===== src/rtl/scan_seq_ctrl.sv =====
// scan_seq_ctrl: on-chip ATPG scan sequencer.
// From one start command it walks load -> capture -> unload for n_pat
// patterns, overlapping the unload of each pattern with the load of the next.
// Every output comes straight from a flop; the output decode works on the
// next state, so the enables change on the same edge as the state.
module scan_seq_ctrl #(
  parameter int LW = 10,
  parameter int PW = 8
) (
  input  logic          clk,
  input  logic          srstz,
  input  logic          test_en,
  input  logic          start,
  input  logic [LW-1:0] shift_len,
  input  logic [2:0]    cap_cyc,
  input  logic [PW-1:0] n_pat,
  output logic          scan_en,
  output logic          sclk_en,
  output logic          cap_en,
  output logic          busy,
  output logic          done,
  output logic          abort,
  output logic [PW-1:0] pat_idx,
  output logic [LW-1:0] shift_cnt
);

  typedef enum logic [2:0] {
    S_IDLE     = 3'd0,
    S_SHIFT    = 3'd1,
    S_PRE_CAP  = 3'd2,
    S_CAPTURE  = 3'd3,
    S_POST_CAP = 3'd4,
    S_UNLOAD   = 3'd5,
    S_DONE     = 3'd6
  } state_t;

  state_t        state_reg, state_next;
  logic [LW-1:0] len_reg, len_next;         // latched shift length, already 0->1 mapped
  logic [2:0]    caplen_reg, caplen_next;   // latched capture length, already 0->1 mapped
  logic [PW-1:0] npat_reg, npat_next;
  logic [LW-1:0] shift_cnt_reg, shift_cnt_next;
  logic [2:0]    cap_cnt_reg, cap_cnt_next;
  logic [PW-1:0] pat_idx_reg, pat_idx_next;
  logic          abort_next;

  logic          scan_en_reg, scan_en_next;
  logic          sclk_en_reg, sclk_en_next;
  logic          cap_en_reg, cap_en_next;
  logic          busy_reg, busy_next;
  logic          done_reg, done_next;
  logic          abort_reg;

  // A zero length would otherwise give an empty phase; treat it as one cycle.
  logic [LW-1:0] len_map;
  logic [2:0]    cap_map;
  logic [PW:0]   pat_inc;

  assign len_map = (shift_len == '0) ? LW'(1) : shift_len;
  assign cap_map = (cap_cyc == 3'd0) ? 3'd1 : cap_cyc;
  // One bit wider so that pat_idx + 1 never wraps when compared to n_pat.
  assign pat_inc = {1'b0, pat_idx_reg} + {{PW{1'b0}}, 1'b1};

  // State and datapath registers; reset overrides every transition.
  always_ff @(posedge clk) begin
    if (!srstz) begin
      state_reg     <= S_IDLE;
      len_reg       <= '0;
      caplen_reg    <= '0;
      npat_reg      <= '0;
      shift_cnt_reg <= '0;
      cap_cnt_reg   <= '0;
      pat_idx_reg   <= '0;
    end else begin
      state_reg     <= state_next;
      len_reg       <= len_next;
      caplen_reg    <= caplen_next;
      npat_reg      <= npat_next;
      shift_cnt_reg <= shift_cnt_next;
      cap_cnt_reg   <= cap_cnt_next;
      pat_idx_reg   <= pat_idx_next;
    end
  end

  // Next-state logic; losing test_en mid-run beats every other transition.
  always_comb begin
    state_next     = state_reg;
    len_next       = len_reg;
    caplen_next    = caplen_reg;
    npat_next      = npat_reg;
    shift_cnt_next = shift_cnt_reg;
    cap_cnt_next   = cap_cnt_reg;
    pat_idx_next   = pat_idx_reg;
    abort_next     = 1'b0;
    if (state_reg != S_IDLE && !test_en) begin
      state_next     = S_IDLE;
      shift_cnt_next = '0;
      cap_cnt_next   = 3'd0;
      pat_idx_next   = '0;
      abort_next     = 1'b1;
    end else begin
      case (state_reg)
        S_IDLE: begin
          shift_cnt_next = '0;
          cap_cnt_next   = 3'd0;
          pat_idx_next   = '0;
          if (start && test_en) begin
            len_next    = len_map;
            caplen_next = cap_map;
            npat_next   = n_pat;
            if (n_pat != '0) begin
              state_next     = S_SHIFT;
              shift_cnt_next = len_map;
            end else begin
              state_next = S_DONE;
            end
          end
        end
        S_SHIFT, S_UNLOAD: begin
          shift_cnt_next = shift_cnt_reg - LW'(1);
          if (shift_cnt_reg == LW'(1)) begin
            state_next = (state_reg == S_SHIFT) ? S_PRE_CAP : S_DONE;
          end
        end
        S_PRE_CAP: begin
          state_next   = S_CAPTURE;
          cap_cnt_next = caplen_reg;
        end
        S_CAPTURE: begin
          cap_cnt_next = cap_cnt_reg - 3'd1;
          if (cap_cnt_reg == 3'd1) begin
            state_next = S_POST_CAP;
          end
        end
        S_POST_CAP: begin
          // Both branches start a shift of the same length: either the
          // combined unload/load of the next pattern or the final unload.
          shift_cnt_next = len_reg;
          if (pat_inc < {1'b0, npat_reg}) begin
            pat_idx_next = pat_inc[PW-1:0];
            state_next   = S_SHIFT;
          end else begin
            state_next = S_UNLOAD;
          end
        end
        S_DONE: begin
          state_next   = S_IDLE;
          pat_idx_next = '0;
        end
        default: begin
          state_next     = S_IDLE;
          shift_cnt_next = '0;
          cap_cnt_next   = 3'd0;
          pat_idx_next   = '0;
        end
      endcase
    end
  end

  // Output decode of the state being entered, so the flops line up with it.
  always_comb begin
    scan_en_next = 1'b0;
    sclk_en_next = 1'b0;
    cap_en_next  = 1'b0;
    busy_next    = 1'b1;
    done_next    = 1'b0;
    case (state_next)
      S_IDLE:     busy_next = 1'b0;
      S_SHIFT,
      S_UNLOAD: begin
        scan_en_next = 1'b1;
        sclk_en_next = 1'b1;
      end
      S_PRE_CAP:  ;
      S_CAPTURE:  cap_en_next = 1'b1;
      S_POST_CAP: scan_en_next = 1'b1;
      S_DONE:     done_next = 1'b1;
      default:    busy_next = 1'b0;
    endcase
  end

  // Output registers.
  always_ff @(posedge clk) begin
    if (!srstz) begin
      scan_en_reg <= 1'b0;
      sclk_en_reg <= 1'b0;
      cap_en_reg  <= 1'b0;
      busy_reg    <= 1'b0;
      done_reg    <= 1'b0;
      abort_reg   <= 1'b0;
    end else begin
      scan_en_reg <= scan_en_next;
      sclk_en_reg <= sclk_en_next;
      cap_en_reg  <= cap_en_next;
      busy_reg    <= busy_next;
      done_reg    <= done_next;
      abort_reg   <= abort_next;
    end
  end

  assign scan_en   = scan_en_reg;
  assign sclk_en   = sclk_en_reg;
  assign cap_en    = cap_en_reg;
  assign busy      = busy_reg;
  assign done      = done_reg;
  assign abort     = abort_reg;
  assign pat_idx   = pat_idx_reg;
  assign shift_cnt = shift_cnt_reg;

endmodule

===== config.mk =====
export PLATFORM = sky130hd
export DESIGN_NAME = scan_seq_ctrl
export DESIGN_NICKNAME = d
export VERILOG_FILES = /design/src/rtl/scan_seq_ctrl.sv
export SDC_FILE = /design/constraint.sdc
export NUM_CORES = 1
export LEC_CHECK = 0
export BUFFER_PORTS_ARGS = -buffer_cell sky130_fd_sc_hd__buf_2
export CORE_UTILIZATION = 25
export CTS_CLUSTER_SIZE = 30
export DETAILED_ROUTE_END_ITERATION = 8
export PLACE_DENSITY = 0.48
export SLEW_MARGIN = 5
export SYNTH_ARGS = -nofsm -noshare
export SYNTH_HDL_FRONTEND = slang
export SYNTH_SLANG_ARGS = --single-unit

===== constraint.sdc =====
create_clock -name clk -period 3.9 [get_ports clk]
set_clock_uncertainty 0.2 [all_clocks]
set_input_delay 0.195 -clock clk [delete_from_list [all_inputs] [get_ports clk]]
set_output_delay 0.195 -clock clk [all_outputs]
set_load 0.005 [all_outputs]

==> results of run 1 <==
-- repair_timing --
item / 4_1_cts / 5_1_grt
hold buffers: 19 / 0
buffers inserted: 0 / 0
endpoints found under the setup margin: 0 / 0
endpoints found under the hold margin: 25 / 0
-- worst max path at each step --
stage | slack (ns) | depth (start not counted) | endpoint | from
2_1_floorplan | 0.89 | 12 | pat_idx[7]$_SDFFE_PP0P_ | pat_idx[0]$_SDFFE_PP0P_
3_3_place_gp | 0.89 | 12 | pat_idx[7]$_SDFFE_PP0P_ | pat_idx[0]$_SDFFE_PP0P_
3_5_place_dp | 0.84 | 12 | pat_idx[7]$_SDFFE_PP0P_ | pat_idx[0]$_SDFFE_PP0P_
4_1_cts | 0.81 | 12 | pat_idx[7]$_SDFFE_PP0P_ | pat_idx[0]$_SDFFE_PP0P_
5_1_grt | 0.57 | 12 | pat_idx[7]$_SDFFE_PP0P_ | pat_idx[0]$_SDFFE_PP0P_
6_report | 0.83 | 12 | pat_idx[7]$_SDFFE_PP0P_ | pat_idx[0]$_SDFFE_PP0P_
-- critical path: cells and delay by family (launching register included) --
family | cells | cell delay (ns)
and+or+nand+nor | 5 | 0.68
AOI/OAI and AO/OA | 2 | 0.46
buffers and inverters | 1 | 0.16
DFF | 1 | 0.42
xor gates and xnor gates | 1 | 0.16
adders and majority gates | 2 | 0.57
muxes | 1 | 0.38
-- synth_stat cells (2+ instances only) --
master    number  area [sq um]
nand3_1        9          45.0
o21ai_1        2          10.0
nand2_1       60           225
a22oi_1        6          45.0
inv_1         14          52.6
nor3_1         9          45.0
a221oi_1       2          17.5
nor2_1        32           120
nor4_1         6          37.5
a222oi_1       4          40.0
and2_1         4          25.0
a21oi_1       20           100
nand2b_1       3          18.8
nand3b_1       6          45.0
a211oi_1       2          15.0
a21boi_0      17           128
buf_2          4          20.0
o22ai_1        4          25.0
o21ai_0       12          60.1
xnor2_1        4          35.0
a31oi_1        4          25.0
or3_1          2          12.5
a21o_1         4          30.0
dfxtp_1       51          1020
xor2_1         4          35.0
nor3b_1        2          15.0
clkbuf_1      12          45.0
ha_1          12           150
nor2b_1        7          43.8
-- power by group through the flow --
stage | Clock, uW | Sequential (uW) | Combinational [uW]
3_5_place_dp | 0 | 587 | 206
5_1_grt | 338 | 580 | 245
4_1_cts | 316 | 575 | 222
2_1_floorplan | 0 | 576 | 136
3_3_place_gp | 0 | 586 | 205
6_report | 301 | 575 | 219
-- final cells by class --
| class | count | area, sq um |
|---|---|---|
| Timing Repair Buffer | 73 | 475 |
| Clock inverter | 1 | 5.00 |
| Sequential cell | 51 | 1020 |
| Tap cell | 136 | 170 |
| Multi-Input combinational cell | 263 | 1590 |
| Clock buffer | 7 | 76.3 |
| Inverter | 14 | 52.6 |
| Fill cell | 1201 | 7070 |
-- cells by family (layout without fill, tap and decap cells) --
family,after synthesis,count (layout),synth area share
multiplexers,1,1,0.00412
XOR/XNOR,8,8,0.0257
AO/OA/AOI/OAI,89,89,0.226
flip-flops,51,51,0.374
AND/OR/NAND/NOR,153,153,0.272
buffers and inverters,30,95,0.0431
adder cells (fa/ha/maj),12,12,0.0550
-- through the flow --
step | power [uW] | cell area, sq um | util | cells | hold WS, ns
finish | 1100 | 3390 | 0.324 | 545 | 0.0563
detailed placement | 793 | 3120 | 0.298 | 518 | 0.258
global route | 1160 | 3390 | 0.324 | 545 | 0.0689
CTS | 1110 | 3390 | 0.324 | 545 | 0.0511
global placement | 791 | 3120 | 0.298 | 518 | 0.252
floorplan | 712 | 2730 | - | 344 | 0.131
-- metal layers --
metal	up-vias	share of wire	track usage
met3	15	0.033	0.0233
met1	1239	0.48	0.188
li1	1338	-	-
met5	-	0	0
met2	58	0.47	0.246
met4	0	0.021	0.0558
==> flow_metrics.tcl, run 1 <==
set metrics [dict create \
    initial_core_util 0.261 \
    core-area_sq_mm 0.0105 \
    cts_tree "yes" \
    p_leak_uw 0.00134 \
    grt_pass1_vias 2634 \
    min_to "abort$_SDFF_PN0_" \
    worstPathMaxFanout 9 \
    rsz0062_at_grt "false" \
    layout_commonest_cell "nand2_1" \
    async_flop_share 0 \
    reg2reg_slack_ns 0.83 \
    syn-instance-count 344 \
    min_period_ns 3.07 \
    ioPinCount 49 \
    r2r-start "pat_idx[0]$_SDFFE_PP0P_" \
    r2r_end "pat_idx[7]$_SDFFE_PP0P_" \
    avgRoutedWirePerCell_microns 14.5 \
    drt_wl_total_mm 7.92 \
    drive_gt1_frac 0.171 \
    layout_common_cells "nand2_1, dfxtp_1, buf_2" \
    fin_crit_sh 0.788 \
    htree_levels 2 \
    synth_cell_type_count 55 \
    critPathMostFrequentCell "ha_1" \
    rows 37 \
    p_sw_frac 0.296 \
    worst_pin_slew_ns 0.883 \
    ys_seq_area_frac 0.374 \
    die_y_microns 107 \
    vias 2650 \
    first_iter_violations 117 \
    final-setup-viol-count 0 \
    startpoint_type "flip-flop" \
    pwr-share-comb 0.200 \
    max_freq_mhz 325 \
    antenna_found_initial 0 \
    synth_flop_cell "dfxtp_1" \
    grt_usage 0.146 \
    syn_nets 381 \
    vdd_ir_drop_max_mv 0.171 \
    maxSlewHeadroom 0.406 \
    grt_overflow 0 \
    hpwlAfterDp_mm 5.70 \
    p_seq_frac 0.525 \
    ant_nets 0 \
    syn_avg_cell_area_sq_um 7.94 \
    vias_per_cell 4.86 \
    netlist_area_sq_mm 0.00273 \
    rr_worst_depth 12 \
    hold_viol_final 0 \
    fin_nets 445 \
    cts_resized 0 \
    worstPathRequired_ns 3.95 \
    clock_latency_ns 0.31 \
    whs_path_depth 3 \
    area_delta_synth_final_pct 24.2 \
    ys_seq_elements 51 \
    yosys_warnings 0 \
    cts.sinks 51 \
    grt_pass1_wl_mm 13.1 \
    cts_root_buffer "clkbuf_8" \
    setup_slack_ns 0.828 \
    slowest_delay_ns 0.42 \
    drc 0 \
    port_buffers 48 \
    antenna_cells 0 \
    clk_pin_slew_ns 0.10 \
    hold_start "test_en" \
    cp.arrival_ns 3.13 \
    switchingPower_uw 325 \
    globalplace.congestion 0.833 \
    intPower_uw 770 \
    path_cells "ha_1 > and4_1 > nand2_1 > xnor2_1 > ha_1 > and3_1 > nand3_1 > o21ai_1 > buf_4 > o32a_1 > mux2_2 > nor2_1" \
    dieArea_sq_mm 0.0113 \
    maxSlewViolCount 0 \
    die_x_microns 107 \
    cap_violations 0 \
    grt_start_max_net_pins 26 \
    dp_slack_ns 0.843 \
    path_class "flip-flop to flip-flop" \
    worstHoldPathType "input port to flip-flop" \
    fin_tns_setup_ns 0 \
    power.density_mw_per_mm2 323 \
    synth_edf_count 0 \
    end_kind "flip-flop" \
    drtPass1Iterations 4 \
    cts_buffers 5 \
    outcome "complete, no violations" \
    slowest_stage "dfxtp_1" \
    clkPwrFrac 0.275 \
    clockBufferDepth 2 \
]
Note: power is estimated with default switching activity, not from simulation.
==> run 2: changes to the inputs <==
- PLACE_DENSITY: 0.48 -> 0.5
- clock period: 3.9 -> 2.6 ns (I/O delays scaled with it)
==> run 2 against run 1 <==
Sequential share of layout area decreased by 3.0 points. Combinational power increased by 86%. Sequential cell count unchanged. Critical path depth decreased by 1. Routed wire length increased by 6.2%. Fmax increased by 18%. The flow now finishes with violations (setup timing). Power increased by 56%. Critical endpoint unchanged. Design area increased by 12%. Utilization increased by 4.0 points. Worst setup slack got worse by 0.84 ns. Worst hold slack got worse by 0.0022 ns. Highest routed layer unchanged. Register-to-register slack got worse by 0.84 ns.
==> flow_metrics.tcl, run 2 (synthesized netlist as in run 1, its figures left out) <==
set metrics [dict create \
    outcome "finished, violations left" \
    failed_checks "setup timing" \
    cap_violations 0 \
    layout_commonest_cell "nand2_1" \
    rsz0062_at_grt "true" \
    ant_nets 0 \
    core-area_sq_mm 0.0105 \
    p_leak_uw 0.00160 \
    cts_root_buffer "clkbuf_8" \
    maxSlewViolCount 0 \
    cts.sinks 51 \
    vias 2843 \
    power.density_mw_per_mm2 450 \
    dieArea_sq_mm 0.0113 \
    antenna_cells 0 \
    clock_latency_ns 0.31 \
    rows 37 \
    avgRoutedWirePerCell_microns 14.5 \
    grt_overflow 0 \
    p_sw_frac 0.304 \
    slowest_stage "dfxtp_4" \
    globalplace.congestion 0.852 \
    drt_wl_total_mm 8.42 \
    worstPathRequired_ns 2.65 \
    p_seq_frac 0.492 \
    vdd_ir_drop_max_mv 0.213 \
    max_freq_mhz 383 \
    place_inst 547 \
    startpoint_type "flip-flop" \
    switchingPower_uw 521 \
    ioPinCount 49 \
    worstHoldPathType "input port to flip-flop" \
    die_x_microns 107 \
    clkPwrFrac 0.270 \
    hpwlAfterDp_mm 6.19 \
    grt_start_max_net_pins 25 \
    area_delta_synth_final_pct 39.5 \
    min_period_ns 2.61 \
    path_buf_inv 0 \
    crit_start "pat_idx[1]$_SDFFE_PP0P_" \
    cts_buffers 5 \
    clk_pin_slew_ns 0.10 \
    fin_nets 479 \
    intPower_uw 1190 \
    drtPass1Iterations 5 \
    placed_cell_area_sq_mm 0.00337 \
    path_delay_family "simple AND/OR/NAND/NOR gates" \
    setup_slack_ns -0.0114 \
    antenna_found_initial 0 \
    slowest_delay_ns 0.38 \
    grt_usage 0.154 \
    hold_viol_final 0 \
    end_kind "flip-flop" \
    path_class "flip-flop to flip-flop" \
    drive_gt1_frac 0.280 \
    vias_per_cell 4.91 \
    fin_crit_sh 1.00 \
    hold_start "srstz" \
    grt_pass1_wl_mm 13.9 \
    layout_common_cells "nand2_1, buf_2, dfxtp_1" \
    path_cells "ha_4 > and4_4 > nand2_4 > xnor2_2 > ha_1 > and3_4 > nand3_4 > o21ai_4 > o32a_4 > mux2_4 > nor2_2" \
    cp.arrival_ns 2.66 \
    grt_pass1_vias 2856 \
    die_y_microns 107 \
    stdcell_area_sq_mm 0.00381 \
    r2r-start "pat_idx[1]$_SDFFE_PP0P_" \
    clockBufferDepth 2 \
    worstPathMaxFanout 5 \
    drc 0 \
    cts_tree "yes" \
    worst_pin_slew_ns 0.480 \
    pwr-share-comb 0.238 \
    port_buffers 48 \
    htree_levels 2 \
    instances_no_fill 579 \
    maxSlewHeadroom 0.677 \
    initial_core_util 0.261 \
    final-setup-viol-count 1 \
    first_iter_violations 130 \
]
run 2: changes by cell type in the layout (fill, tap and decap cells not counted), sizes merged:
cell	previous run	this run
buf	54	86
dlygate4sd3	19	21
clkbuf	7	6
clkinvlp	0	1
run 2: final timing paths:
| path | endpoint | slack (ns) | depth (start not counted) |
|---|---|---|---|
| setup / recovery | pat_idx[7]$_SDFFE_PP0P_ | -0.01 | 11 |
| hold / removal | npat_reg[7]$_SDFFE_PN0P_ | 0.05 | 2 |
| setup reg to reg | pat_idx[7]$_SDFFE_PP0P_ | -0.01 | 11 |
| hold reg to reg | caplen_reg[2]$_SDFFE_PN0P_ | 0.27 | 2 |
run 2: area by class of cell:
| type | instances | area [sq um] |
|---|---|---|
| Inverter | 14 | 52.6 |
| Timing Repair Buffer | 107 | 736 |
| Fill cell | 1126 | 6660 |
| Clock buffer | 6 | 72.6 |
| Sequential cell | 51 | 1030 |
| Clock inverter | 2 | 12.5 |
| Multi-Input combinational cell | 263 | 1730 |
| Tap cell | 136 | 170 |
run 2: power groups by stage:
| stage | registers, uW | clock network [uW] | logic, uW |
|---|---|---|---|
| 3_5_place_dp | 862 | 0 | 357 |
| 3_3_place_gp | 860 | 0 | 356 |
| 4_1_cts | 844 | 491 | 383 |
| 5_1_grt | 849 | 512 | 448 |
| 6_report | 843 | 462 | 408 |
| 2_1_floorplan | 862 | 0 | 209 |
run 2: repair_timing:
action	4_1_cts	5_1_grt
endpoints found under the setup margin	7	11
resized for setup	5	18
hold endpoints to repair	30	0
pin swaps	5	11
buffers inserted	2	2
hold buffers	21	0
run 2: metrics by stage:
stage          power [uW]  setup slack, ns  setup TNS, ns   util  hold slack, ns
3_5_place_dp         1220          -0.0687         -0.131  0.322           0.207
6_report             1710          -0.0114        -0.0114  0.364          0.0540
2_1_floorplan        1070          -0.0182        -0.0213      -          0.0660
3_3_place_gp         1220          -0.0242        -0.0242  0.322           0.206
5_1_grt              1810           -0.100         -0.424  0.364          0.0763
4_1_cts              1720          0.00679              0  0.354          0.0426
run 2: per-layer routing:
metal / vias to the layer above / GRT usage / share of wire
met2: 67 / 0.265 / 0.49
met4: 0 / 0.0528 / 0.018
met3: 13 / 0.0227 / 0.044
met1: 1349 / 0.197 / 0.44
met5: - / 0 / 0
li1: 1414 / - / -
==> run 3: changes to the inputs <==
- ABC_AREA: default -> 1
==> run 3 against run 2 <==
The flow now finishes without violations. Non-clock buffer count shrank 18. Worst hold slack lost 0.023 ns. Register-to-register slack gained 0.12 ns. Sequential share of layout area grew 0.60 points. Final cell count grew 9.5%. Combinational power grew 1%. Routed wire length shrank 10%.
==> flow_metrics.tcl, run 3 <==
set metrics [dict create \
    synthSimpleGateAreaFrac 0.290 \
    synth_top_area_share 0.373 \
    ioPinCount 49 \
    drc 0 \
    drtPass1Iterations 4 \
    drt_wl_total_mm 7.58 \
    cap_violations 0 \
    worstHoldPathType "input port to flip-flop" \
    power_uw 1760 \
    synth.most_common_cell "nand2_1" \
    maxSlewViolCount 0 \
    synth_top_family_by_area "simple AND/OR/NAND/NOR gates" \
    synth_edf_count 0 \
    outcome "complete, no violations" \
    dieArea_sq_mm 0.0114 \
    worst_pin_slew_ns 0.479 \
    multiInputGateArea_sq_mm 0.00154 \
    core-area_sq_mm 0.0105 \
    synth_adder_area_share 0.0548 \
    max_freq_mhz 402 \
    die_x_microns 107 \
    muxShareOfSynthArea 0 \
    avgRoutedWirePerCell_microns 12.0 \
    rows 37 \
    layout_common_cells "nand2_1, inv_1, dfxtp_1, buf_2, nor2_1" \
    die_y_microns 107 \
    htree_levels 2 \
    synth_top_cell_by_area "dfxtp_1" \
    yosys-top-cells-area "dfxtp_1, nand2_1, inv_1" \
    clock_latency_ns 0.31 \
    vias_per_cell 4.44 \
    globalplace.congestion 0.819 \
    cts.sinks 51 \
    min_period_ns 2.49 \
    first_iter_violations 108 \
    vias 2814 \
    power.density_mw_per_mm2 475 \
    synth_xor_xnor_area_share 0.0192 \
    grt_start_max_net_pins 32 \
    port_buffers 48 \
    async_flop_share 0 \
    fill_cells 1206 \
    fin_nets 534 \
    ant_nets 0 \
    antenna_cells 0 \
    startpoint_type "flip-flop" \
    synth_cell_type_count 31 \
    stdcell_area_sq_mm 0.00370 \
    cp.arrival_ns 2.49 \
    fin_crit_sh 0.957 \
    yosys_warnings 0 \
    worstPathRequired_ns 2.61 \
    syn-instance-count 410 \
    drive_gt1_frac 0.217 \
    cts_tree "yes" \
    ff_latch_area_sq_mm 0.00102 \
    r2r_end "busy$_SDFF_PN0_" \
    hold_start "shift_len[0]" \
    hold_viol_final 0 \
    grt_pass1_wl_mm 12.3 \
    rsz0062_at_grt "true" \
    layout_commonest_cell "nand2_1" \
    netlist_area_sq_mm 0.00274 \
    crit_end "busy$_SDFF_PN0_" \
    area_delta_synth_final_pct 35.2 \
    r2r-start "pat_idx[1]$_SDFFE_PP0P_" \
    clk_pin_slew_ns 0.10 \
    initial_core_util 0.262 \
    cts_buffers 5 \
    grt_usage 0.136 \
    placed_cell_area_sq_mm 0.00318 \
    syn_nets 447 \
    synth_flop_cell "dfxtp_1" \
    final-setup-viol-count 0 \
    p_leak_uw 0.00174 \
    worstPathMaxFanout 3 \
    grt_pass1_vias 2626 \
    hpwlAfterDp_mm 5.62 \
    syn_avg_cell_area_sq_um 6.68 \
    ys_seq_elements 51 \
    reg2reg_slack_ns 0.11 \
    grt_overflow 0 \
    crit_start "pat_idx[1]$_SDFFE_PP0P_" \
    maxSlewHeadroom 0.681 \
    synth_common_cells "nand2_1, inv_1, dfxtp_1, nor2_1, a21oi_1" \
    rr_worst_depth 16 \
    antenna_found_initial 0 \
    clockBufferDepth 2 \
    ys_seq_area_frac 0.373 \
    path_class "flip-flop to flip-flop" \
    fin_tns_setup_ns 0 \
    final_util 0.354 \
    cts_root_buffer "clkbuf_8" \
    end_kind "flip-flop" \
    vdd_ir_drop_max_mv 0.219 \
    synth_compound_area_frac 0.158 \
]
## run 3: cell families (layout without fill, tap and decap cells)
| group | after synthesis | after routing |
|---|---|---|
| adders and majority gates | 12 | 12 |
| DFF | 51 | 51 |
| AOI/OAI and AO/OA | 79 | 79 |
| and+or+nand+nor | 187 | 187 |
| buffers and inverters | 75 | 163 |
| xor gates and xnor gates | 6 | 6 |
## run 3: metrics by stage
stage	hold WS, ns	std cells	worst slack (ns)
floorplan	0.0462	410	0.224
global placement	0.189	594	0.0499
detailed placement	0.205	594	0.00734
CTS	0.0107	630	0.0000129
global route	0.0601	634	-0.0372
finish	0.0306	634	0.113
## run 3: worst min-delay path by stage
stage	depth (start not counted)	to
floorplan	2	state_reg[1]$_SDFF_PN0_
finish	5	len_reg[0]$_SDFFE_PN0P_
detailed placement	3	npat_reg[0]$_SDFFE_PN0P_
global placement	3	npat_reg[0]$_SDFFE_PN0P_
global route	5	len_reg[0]$_SDFFE_PN0P_
CTS	5	len_reg[0]$_SDFFE_PN0P_
## run 3: critical path: stages, from the launching register on
cell and delay [ns]:
dfxtp_2 0.38, buf_6 0.11, nand3_4 0.07, nor2_4 0.13, nand4_1 0.16, xor2_2 0.23, ha_1 0.32, and3_1 0.15
nand2_1 0.06, nand2_1 0.06, nand2_2 0.09, buf_6 0.13, nand2_4 0.05, nand2_4 0.07, nor2_2 0.03, nor2_1 0.10
nor2_1 0.04
## run 3: repair_timing
action / in CTS / in global routing
endpoints found under the setup margin: 3 / 13
hold endpoints to repair: 22 / 0
resized for setup: 1 / 33
pin swaps: 0 / 11
hold buffers: 28 / 0
buffers inserted: 0 / 4
## run 3: final cells by class
type	instances	share of cell area
well taps	136	0.0460
clock inverters	3	0.00507
multi-input cells	284	0.417
repair buffers	89	0.170
clock buffers	5	0.0186
inverters	66	0.0669
flip-flops and latches	51	0.277
## run 3: metal layers
layer	part of all wire	vias up	GRT usage
met3	0.031	5	0.0225
met2	0.49	39	0.233
li1	-	1480	-
met1	0.47	1290	0.178
met4	0.0069	0	0.0323
met5	0	-	0
## run 3: power breakdown
part	internal (uW)	total [uW]	switching [uW]	leakage, uW
logic	180	414	234	0.00127
registers	832	871	39.5	0.000418
clock network	190	474	284	0.0000483
total	1200	1760	557	0.00174
